$ cat config.mk
export PLATFORM = sky130hd
export DESIGN_NAME = spi_peripheral
export DESIGN_NICKNAME = d
export VERILOG_FILES = /design/src/rtl/titan_pkg.sv /design/src/rtl/sync_ff.sv /design/src/rtl/spi_peripheral.sv
export SDC_FILE = /design/constraint.sdc
export NUM_CORES = 1
export LEC_CHECK = 0
export ABC_AREA = 1
export CAP_MARGIN = 25
export CORE_UTILIZATION = 61
export CTS_CLUSTER_SIZE = 12
export DETAILED_ROUTE_END_ITERATION = 8
export DONT_BUFFER_PORTS = 1
export PLACE_DENSITY = 0.77
export SYNTH_ARGS = -nofsm -noshare
export SYNTH_HDL_FRONTEND = slang
export SYNTH_SLANG_ARGS = --single-unit
$ cat constraint.sdc
create_clock -name clk_i -period 1.7 [get_ports clk_i]
set_clock_uncertainty 0.15 [all_clocks]
set_input_delay 0.425 -clock clk_i [delete_from_list [all_inputs] [get_ports clk_i]]
set_output_delay 0.425 -clock clk_i [all_outputs]
set_load 0.005 [all_outputs]
$ cat src/rtl/titan_pkg.sv
// Shared types and constants for the titan SPI front end.
package titan_pkg;

    localparam int SPI_BYTE_W    = 8;
    localparam int SPI_BIT_CNT_W = 3;

    typedef enum logic {
        IDLE,
        ACTIVE
    } spi_state_e;

    // Synchronisers power up as if the bus were idle: SCK low, deselected.
    localparam logic SCK_RST_VAL  = 1'b0;
    localparam logic CS_N_RST_VAL = 1'b1;
    localparam logic MOSI_RST_VAL = 1'b0;

endpackage

$ cat src/rtl/sync_ff.sv
// N-stage flip-flop synchroniser for one asynchronous input bit.
module sync_ff #(
    parameter int   STAGES  = 2,
    parameter logic RST_VAL = 1'b0
) (
    input  logic clk_i,
    input  logic rst_i,
    input  logic d_i,
    output logic q_o
);

    logic [STAGES-1:0] sync_q;

    always_ff @(posedge clk_i or posedge rst_i) begin
        if (rst_i) begin
            sync_q <= {STAGES{RST_VAL}};
        end else begin
            sync_q <= {sync_q[STAGES-2:0], d_i};
        end
    end

    assign q_o = sync_q[STAGES-1];

endmodule

$ cat src/rtl/spi_peripheral.sv
// SPI mode-0 target: oversamples the pins in clk_i, assembles received bytes
// and shifts the handler's reply byte out on MISO.
module spi_peripheral
    import titan_pkg::*;
#(
    parameter int SYNC_STAGES = 2
) (
    input  logic                  clk_i,
    input  logic                  rst_i,
    input  logic                  spi_sck_i,
    input  logic                  spi_cs_n_i,
    input  logic                  spi_mosi_i,
    output logic                  spi_miso_o,
    output logic                  spi_miso_oe_o,
    output logic                  spi_rx_valid_o,
    output logic [SPI_BYTE_W-1:0] spi_rx_byte_o,
    input  logic [SPI_BYTE_W-1:0] spi_tx_byte_i
);

    logic sck_s;
    logic cs_n_s;
    logic mosi_s;

    sync_ff #(.STAGES(SYNC_STAGES), .RST_VAL(SCK_RST_VAL)) u_sync_sck (
        .clk_i(clk_i), .rst_i(rst_i), .d_i(spi_sck_i), .q_o(sck_s)
    );
    sync_ff #(.STAGES(SYNC_STAGES), .RST_VAL(CS_N_RST_VAL)) u_sync_cs_n (
        .clk_i(clk_i), .rst_i(rst_i), .d_i(spi_cs_n_i), .q_o(cs_n_s)
    );
    sync_ff #(.STAGES(SYNC_STAGES), .RST_VAL(MOSI_RST_VAL)) u_sync_mosi (
        .clk_i(clk_i), .rst_i(rst_i), .d_i(spi_mosi_i), .q_o(mosi_s)
    );

    logic sck_prev_q;
    logic cs_n_prev_q;

    always_ff @(posedge clk_i or posedge rst_i) begin
        if (rst_i) begin
            sck_prev_q  <= SCK_RST_VAL;
            cs_n_prev_q <= CS_N_RST_VAL;
        end else begin
            sck_prev_q  <= sck_s;
            cs_n_prev_q <= cs_n_s;
        end
    end

    logic sck_rise;
    logic sck_fall;
    logic cs_fall;

    assign sck_rise = sck_s & ~sck_prev_q;
    assign sck_fall = ~sck_s & sck_prev_q;
    assign cs_fall  = ~cs_n_s & cs_n_prev_q;

    spi_state_e               state_q,   state_d;
    logic [SPI_BIT_CNT_W-1:0] bit_cnt_q, bit_cnt_d;
    logic [SPI_BYTE_W-1:0]    rx_shift_q, rx_shift_d;
    logic [SPI_BYTE_W-1:0]    tx_shift_q, tx_shift_d;
    logic [SPI_BYTE_W-1:0]    rx_byte_q, rx_byte_d;
    logic                     rx_valid_q, rx_valid_d;
    logic                     reload_q,  reload_d;

    always_ff @(posedge clk_i or posedge rst_i) begin
        if (rst_i) begin
            state_q    <= IDLE;
            bit_cnt_q  <= '0;
            rx_shift_q <= '0;
            tx_shift_q <= '0;
            rx_byte_q  <= '0;
            rx_valid_q <= 1'b0;
            reload_q   <= 1'b0;
        end else begin
            state_q    <= state_d;
            bit_cnt_q  <= bit_cnt_d;
            rx_shift_q <= rx_shift_d;
            tx_shift_q <= tx_shift_d;
            rx_byte_q  <= rx_byte_d;
            rx_valid_q <= rx_valid_d;
            reload_q   <= reload_d;
        end
    end

    always_comb begin
        state_d    = state_q;
        bit_cnt_d  = bit_cnt_q;
        rx_shift_d = rx_shift_q;
        tx_shift_d = tx_shift_q;
        rx_byte_d  = rx_byte_q;
        rx_valid_d = 1'b0;
        reload_d   = reload_q;

        case (state_q)
            IDLE: begin
                // SCK edges are ignored here, so a coincident sck_fall cannot disturb the load.
                if (cs_fall) begin
                    state_d    = ACTIVE;
                    bit_cnt_d  = '0;
                    tx_shift_d = spi_tx_byte_i;
                    reload_d   = 1'b0;
                end
            end
            ACTIVE: begin
                if (cs_n_s) begin
                    state_d   = IDLE;
                    bit_cnt_d = '0;
                    reload_d  = 1'b0;
                end else begin
                    if (sck_rise) begin
                        rx_shift_d = {rx_shift_q[SPI_BYTE_W-2:0], mosi_s};
                        bit_cnt_d  = bit_cnt_q + 1'b1;
                        if (bit_cnt_q == '1) begin
                            rx_byte_d  = {rx_shift_q[SPI_BYTE_W-2:0], mosi_s};
                            rx_valid_d = 1'b1;
                            reload_d   = 1'b1;
                        end
                    end
                    if (sck_fall) begin
                        if (reload_q) begin
                            tx_shift_d = spi_tx_byte_i;
                            reload_d   = 1'b0;
                        end else begin
                            tx_shift_d = {tx_shift_q[SPI_BYTE_W-2:0], 1'b0};
                        end
                    end
                end
            end
            default: state_d = IDLE;
        endcase
    end

    assign spi_miso_o     = tx_shift_q[SPI_BYTE_W-1];
    assign spi_miso_oe_o  = (state_q == ACTIVE);
    assign spi_rx_valid_o = rx_valid_q;
    assign spi_rx_byte_o  = rx_byte_q;

endmodule

Yosys cells after proc, flatten, opt, wreduce, memory -nomap -nowiden
Cells that the tools add are included.

cells by class
  add/subtract/negate cells = 1
  eq/ne operators = 5
  multiplexer cells = 23
  bitwise gates (word level) = 7
  reductions and logical operators = 4

operators by type and width
  cell                 count
  $mux 8               4
  $pmux 8 s2           1
  $mux 1               12
  $mux 3               3
  $ne 2x2->1 const B   3
  $pmux 3 s2           1
  $reduce_and 3->1     2
  $not 1->1            4
  $pmux 1 s2           2
  $reduce_and 4->1     1
  $add 3x1->3 const B  1
  $and 1x1->1          3
  $eq 3x3->1 const B   1
  $ne 3x2->1 const B   1
  $reduce_and 2->1     1

word-level totals
  register bits = 37
  input bits = 13
  output and inout bits = 11
  word-level logic and storage cells = 52

Longest topological paths before layout
Gate-level depths: netlist (run 1).

  depth after elaboration = 7
  mapped depth = 8
  mapped depth without buffers = 8

Cells and area by module
Synthesis (run 1) repeated with hierarchy kept, for this count alone.

second synthesis, totals
  cells, all modules = 168
  area, all modules = 1549.0 um2

modules (own cells, without submodules)
  module                     instances  cells an instance  area an instance (um2)
  spi_peripheral             1          159                1385.1
  sync_ff (u_sync_mosi ...)  2          3                  53.8
  sync_ff (u_sync_cs_n)      1          3                  56.3

Worst setup path after synthesis (run 1)
Ideal clock, no wire load.

  path type = register -> register
  from = reg bit_cnt_q[0]
  to = reg rx_byte_q[3] (netlist: spi_rx_byte_o[3])
  library setup time = 0.074 ns
  data arrival time = 1.193 ns
  path slack = 0.283 ns
  cell stages (with the launch flop) = 9
  path through = dfrtp_1 ha_1 ha_1 inv_1 nor2_4 nand2_4 buf_6 nand2_1 o21ai_2

on the way
  word-level cells in the longest chain between the ends = 2

RTL lines
  what                        RTL line               text
  start, declared             spi_peripheral.sv:56   logic [SPI_BIT_CNT_W-1:0] bit_cnt_q, bit_cnt_d;
  start signal, assigned      spi_peripheral.sv:74   bit_cnt_q <= bit_cnt_d;
  $eq 3x3->1                  spi_peripheral.sv:111  if (bit_cnt_q == '1) begin
  $reduce_and 4->1 (no line)  --
  end signal, assigned        spi_peripheral.sv:77   rx_byte_q <= rx_byte_d;
  end, declared               spi_peripheral.sv:59   logic [SPI_BYTE_W-1:0] rx_byte_q, rx_byte_d;

No other way between the ends.
A chain may end at the register's enable or synchronous reset.

Final worst setup path (run 1)
  from = reg bit_cnt_q[0]
  to = reg rx_byte_q[7] (netlist: spi_rx_byte_o[7])

Same word-level chain as after synthesis.

==> flow_summary.yaml, run 1 <==
status:
  status: "complete, no violations"
synth:
  syn_inst: 164
  syn_avg_cell_area_um2: 9.59
  yosys-top-cells-count: "nand2_1 (61), dfrtp_1 (34), nand3_1 (15)"
  yosys.area.top_type: "dfrtp_1"
  yosysUniqueCellTypes: 21
  synth_flop_cell: "dfrtp_1"
  synth_seq_cells: 37
  async_flop_share: 1.00
  synth_edf_count: 0
  synth_top_area_share: 0.541
  yosys_warnings: 0
  syn_area_um2: 1570
  synth_nets: 179
  synthMostInstantiatedCell: "nand2_1"
  synth_area_leaders: "dfrtp_1 (54%), nand2_1 (15%), dfstp_2 (5.0%)"
  yosysSeqAreaShare: 0.591
worst_hold_path:
  worstHoldStart: "spi_tx_byte_i[1]"
  hold_depth: 4
  worstHoldEndpoint: "tx_shift_q[1]"
  hp-class: "input pin to register"
place:
  pre_cts_ws_ns: 0.135
  globalplace.congestion: 0.694
  post_dp_cell_area_um2: 1600
  place_hpwl_um: 1770
  place.port_buffers: 0
detailed_routing:
  num_vias: 1056
  dr.first_iter.drc_count: 29
  finalWirelength_um: 2420
  viasPerCell: 5.18
  firstDrtPassIters: 4
  ant_nets: 0
  drc: 0
  wl_per_cell_um: 11.9
critical_path:
  rrSetupSlack_ns: 0.14
  critical_path_class: "register to register"
  crit_required_ns: 1.78
  r2r_cells: 8
  timing.rr.end: "spi_rx_byte_o[7]"
  worstPathMaxFanout: 15
  crit_arrival_ns: 1.64
  critPathCaptureType: "register"
  r2r-start: "bit_cnt_q[0]"
  crit_path_start_kind: "register"
sta:
  setup_viol: 0
  layout_setup_ws_ns: 0.140
  fin_setup_tns_ns: 0
  hold_viol: 0
  relSlewSlack: 0.708
  fin_crit_sh: 0.918
  post-route-min-period_ns: 1.56
  worst_pin_slew_ns: 0.438
  fmax_mhz: 641
  rsz0062_at_grt: "false"
  drv_slew: 0
clock_network:
  clock_path_buffers: 2
  clock-sinks: 37
  clock_latency_ns: 0.32
  cts_resized: 0
  cts_made_buffers: 5
  htreeDepth: 2
  post_cts_buffers: 0
  cts_root_buffer: "clkbuf_4"
  clk_pin_slew_ns: 0.10
  hold_buffers: 4
  cts_tree: "built"
grt:
  busiest_layer: "met2"
  grt_overflow: 0
  first_global_vias: 998
  grt_max_degree: 38
  antenna_found_initial: 0
  use_met3: 0.0667
  grt_pass1_wl_um: 4130
  gr-usage-met2: 0.344
  track_usage: 0.213
  met1_usage: 0.263
layout:
  final_layout_size_suffix_gt1_frac: 0.195
  fin_nets: 189
  n_antenna_cell: 0
  final_cell_area_um2: 1690
  area_delta_synth_final_pct: 7.72
floorplanning:
  dieArea_um2: 2790
  start_util: 0.641
  chipHeight_um: 52.8
  io_pins: 24
  core_area_um2: 2450
  std_cell_rows: 18
  die_width_um: 52.8
flow_run:
  maxCapViolCount: 0
pwr:
  powerDensity_nw_per_um2: 983
  p_leak_nw: 0.876
  ir_drop_uv: 774
==> state kept, by name (all words and copies together) (netlist names) <==
signal / count
sck_prev_q: 1
bit_cnt_q: 3
cs_n_prev_q: 1
u_sync_mosi.sync_q: 2
u_sync_sck.sync_q: 2
spi_rx_valid_o: 1
spi_rx_byte_o: 8
spi_miso_oe_o: 1
rx_shift_q: 7
u_sync_cs_n.sync_q: 2
tx_shift_q: 8
reload_q: 1
==> layer usage <==
| metal | vias up | wire length [um] |
|---|---|---|
| li1 | 534 | - |
| met1 | 493 | 1080 |
| met2 | 25 | 1190 |
| met3 | 4 | 125 |
| met4 | 0 | 30 |
| met5 | - | 0 |
==> report_power, final <==
group	internal, W	switching, W	total, W
clock network	0.000194	0.000261	0.000454
registers	0.000965	0.0000432	0.00101
logic	0.0000754	0.000128	0.000203
==> final cells by class <==
type,instances,area (um2)
sequential,37,930
fill,192,761
multi-input combinational,109,557
inverter,15,56.3
timing repair buffer,6,55.1
clock buffer,6,51.3
tap,30,37.5
clock inverter,1,7.51
==> worst max path at each step <==
stage | slack [ns] | end | startpoint
floorplan | 0.28 | spi_rx_byte_o[3] | bit_cnt_q[0]
global placement | 0.18 | spi_rx_byte_o[7] | bit_cnt_q[0]
detailed placement | 0.13 | spi_rx_byte_o[7] | bit_cnt_q[0]
CTS | 0.12 | spi_rx_byte_o[7] | bit_cnt_q[0]
global route | 0.04 | spi_rx_byte_o[7] | bit_cnt_q[0]
finish | 0.14 | spi_rx_byte_o[7] | bit_cnt_q[0]
==> kinds of logic (layout without fill, tap and decap cells) <==
family                     Yosys count  count (layout)  synth area share
AOI/OAI and AO/OA                   17              17            0.0724
adders and majority gates            2               2            0.0159
buffers and inverters               18              28            0.0549
DFF                                 37              37             0.591
and+or+nand+nor                     90              90             0.266
==> worst max-delay path, stage by stage (launching register included) <==
cell and delay [ns]:
dfrtp_1 0.41, ha_1 0.21, ha_1 0.17, inv_1 0.10, nor2_4 0.06, nand2_4 0.15
clkinv_1 0.10, nand2_1 0.06, nand2_1 0.04
==> through the flow <==
| step | hold slack, ns | power, W | util | instances |
|---|---|---|---|---|
| 3_5_place_dp | 0.186 | 0.00123 | 0.650 | 193 |
| 5_1_grt | 0.167 | 0.00176 | 0.690 | 204 |
| 3_3_place_gp | 0.185 | 0.00121 | 0.650 | 193 |
| 4_1_cts | 0.148 | 0.00169 | 0.690 | 204 |
| 2_1_floorplan | 0.181 | 0.00118 | - | 164 |
| 6_report | 0.160 | 0.00167 | 0.690 | 204 |
==> cell usage in the layout (no fill, tap or decap), types with 2 or more instances in the layout <==
cell	synthesis	routed
dlygate4sd3_1	0	4
o21ai_2	7	7
inv_1	10	10
nor2_2	2	2
clkinv_1	2	2
nand3_1	15	15
inv_2	3	3
ha_1	2	2
o21ai_0	2	2
buf_4	1	2
clkbuf_4	0	5
nand2_1	61	61
dfrtp_1	34	34
nand2_4	3	3
nor2_4	2	2
o21ai_1	7	7
dfstp_2	3	3
nand2_2	4	4
(Power assumes the default switching activity.)
==> run 2, diff against run 1 <==
Settings changed: SLEW_MARGIN set to 20, SYNTH_HIERARCHICAL set to 1.
==> run 2 against run 1 <==
  * Design area decreased by 0.37%
  * Routed wire length rose by 6.8%
  * Largest power group unchanged
  * Critical path type unchanged
  * Utilization up 4.5 points
  * Sequential share of layout area increased by 0.20 points
  * Sequential cell count is the same
  * Die area fell by 1.5%
  * Critical endpoint is now spi_rx_byte_o[6]
  * Worst hold slack got worse by 0.015 ns
==> flow_summary.yaml, run 2 <==
detailed_routing:
  wl_per_cell_um: 12.4
  finalWirelength_um: 2590
  top_layer_used: "met4"
  dr.first_iter.drc_count: 31
  wl_met2_um: 1330
  wirelength_met1_um: 1070
  firstDrtPassIters: 4
  wl_met3_um: 149
  ant_nets: 0
  viasPerCell: 5.21
  drc: 0
  num_vias: 1088
grt:
  grt_overflow: 0
  grt_pass1_wl_um: 4440
  grt_max_degree: 32
  first_global_vias: 1059
  antenna_found_initial: 0
  track_usage: 0.231
critical_path:
  crit_path_start_kind: "register"
  cp_num_buf_inv: 1
  max_stage_delay_ns: 0.38
  crit_arrival_ns: 1.60
  critPathTopFamily: "simple AND/OR/NAND/NOR gates"
  crit_path_cell_trace: "ha_1 -> ha_1 -> inv_1 -> nor2_1 -> nand2_4 -> nand2_1 -> o21ai_2"
  cp_slowest_cell: "dfrtp_1"
  cpMostUsedCell: "ha_1"
  critical_path_class: "register to register"
  crit_required_ns: 1.78
  critPathCaptureType: "register"
  worstPathMaxFanout: 15
clock_network:
  clk_pin_slew_ns: 0.11
  clock_latency_ns: 0.33
  cts_tree: "built"
  cts_made_buffers: 5
  clock-sinks: 37
  htreeDepth: 2
  post_cts_buffers: 0
  cts_root_buffer: "clkbuf_4"
  clock_path_buffers: 2
place:
  place_hpwl_um: 1810
  post_dp_cell_area_um2: 1590
  place.port_buffers: 0
  globalplace.congestion: 0.749
layout:
  final_common_cell: "nand2_1"
  multi_input_area_um2: 531
  final_layout_size_suffix_gt1_frac: 0.182
  fin_nets: 195
  n_antenna_cell: 0
  regArea_um2: 930
  fin_util: 0.735
  fillers: 157
  final_cell_area_um2: 1690
  layout_common_cells: "nand2_1 (72), dfrtp_1 (34), inv_1 (18)"
  area_delta_synth_final_pct: 8.97
synth:
  yosys_warnings: 6
  yosysSeqAreaShare: 0.600
  synth_flop_cell: "dfrtp_1"
  synth_area_leaders: "dfrtp_1 (55%), nand2_1 (17%), o21ai_2 (6.8%)"
  yosys.area.top_type: "dfrtp_1"
  synth_seq_cells: 37
  yosys-top-cells-count: "nand2_1 (72), dfrtp_1 (34), inv_1 (18)"
  synth_edf_count: 0
  yosysUniqueCellTypes: 16
  syn_inst: 168
  syn_avg_cell_area_um2: 9.22
  synthMostInstantiatedCell: "nand2_1"
  async_flop_share: 1.00
  synth_nets: 183
  syn_area_um2: 1550
  synth_top_area_share: 0.549
floorplanning:
  dieArea_um2: 2740
  std_cell_rows: 17
  chipHeight_um: 52.4
  die_width_um: 52.4
  io_pins: 24
  core_area_um2: 2300
  start_util: 0.674
flow_run:
  maxCapViolCount: 0
pwr:
  ir_drop_uv: 844
  p_leak_nw: 0.920
  powerDensity_nw_per_um2: 987
sta:
  setup_viol: 0
  fin_crit_sh: 0.891
  post-route-min-period_ns: 1.52
  rsz0062_at_grt: "false"
  worst_pin_slew_ns: 0.382
  drv_slew: 0
  fin_setup_tns_ns: 0
  fmax_mhz: 660
  hold_ws_ns: 0.146
  relSlewSlack: 0.746
  hold_viol: 0
worst_hold_path:
  hp-class: "input pin to register"
status:
  status: "complete, no violations"
run 2: cell count changes after synthesis, moves of 2 or more:
cell,previous run,this run
nor2_2,2,0
nand2_4,3,0
o21ai_0,2,4
nor2_1,1,5
o21ai_1,7,0
clkinv_1,2,0
inv_1,10,18
nand3_1,15,8
o21ai_2,7,12
nand2_1,61,72
run 2: repair_timing:
action | 4_1_cts | 5_1_grt
hold endpoints to repair | 39 | 0
endpoints found under the setup margin | 0 | 1
hold buffers | 4 | 0
resized for setup | 0 | 1
run 2: cell families after synthesis:
group | share of synthesized area
compound gates | 0.0808
buf+inv | 0.0606
fa+ha+maj | 0.0162
simple gates | 0.242
flops | 0.600
run 2: routing by layer:
| layer | GRT usage | vias to the layer above |
|---|---|---|
| met5 | 0 | - |
| met4 | 0.0921 | 0 |
| met3 | 0.0841 | 6 |
| met2 | 0.382 | 42 |
| met1 | 0.273 | 501 |
| li1 | - | 539 |
run 2: final cells by class:
type                       count  share of cell area
clock buffer                   5              0.0222
clock inverter                 3              0.0104
inverter                      20              0.0445
multi-input combinational    109               0.314
sequential                    37               0.551
tap                           28              0.0208
timing repair buffer           7              0.0371
run 2: worst register-to-register path, stage by stage, from the launching register on:
cell and delay [ns]:
dfrtp_1 0.38, ha_1 0.15, ha_1 0.13, inv_1 0.04, nor2_1 0.21, nand2_4 0.18
nand2_1 0.12, o21ai_2 0.06
run 2: through the flow:
stage | total power, W | setup slack [ns] | cells
finish | 0.00167 | 0.185 | 209
global route | 0.00175 | 0.0597 | 209
CTS | 0.00168 | 0.0658 | 209
detailed placement | 0.00123 | 0.0875 | 197
global placement | 0.00121 | 0.156 | 197
floorplan | 0.00118 | 0.280 | 168
run 2: final timing paths:
| path | from | to | slack (ns) | cells after the start |
|---|---|---|---|---|
| max reg2reg | bit_cnt_q[0] | spi_rx_byte_o[6] | 0.18 | 7 |
| min in group asynchronous | rst_i | u_sync_mosi/sync_q[1] | 0.29 | 2 |
| max | bit_cnt_q[0] | spi_rx_byte_o[6] | 0.18 | 7 |
| min | spi_tx_byte_i[0] | tx_shift_q[0] | 0.15 | 4 |
| min reg2reg | u_sync_cs_n/sync_q[0] | u_sync_cs_n/sync_q[1] | 0.22 | 0 |
| max in group asynchronous | rst_i | cs_n_prev_q | 0.57 | 3 |
run 2: power by group:
group | internal (W) | switching (W)
Combinational | 0.0000748 | 0.000132
Sequential | 0.000965 | 0.0000464
Clock | 0.000156 | 0.000290
Total | 0.00120 | 0.000469
==> run 3, diff against run 2 <==
Settings changed: TNS_END_PERCENT set to 1.
==> results of run 3 <==
The final DEF is identical to that of run 2; final timing and power are the same.
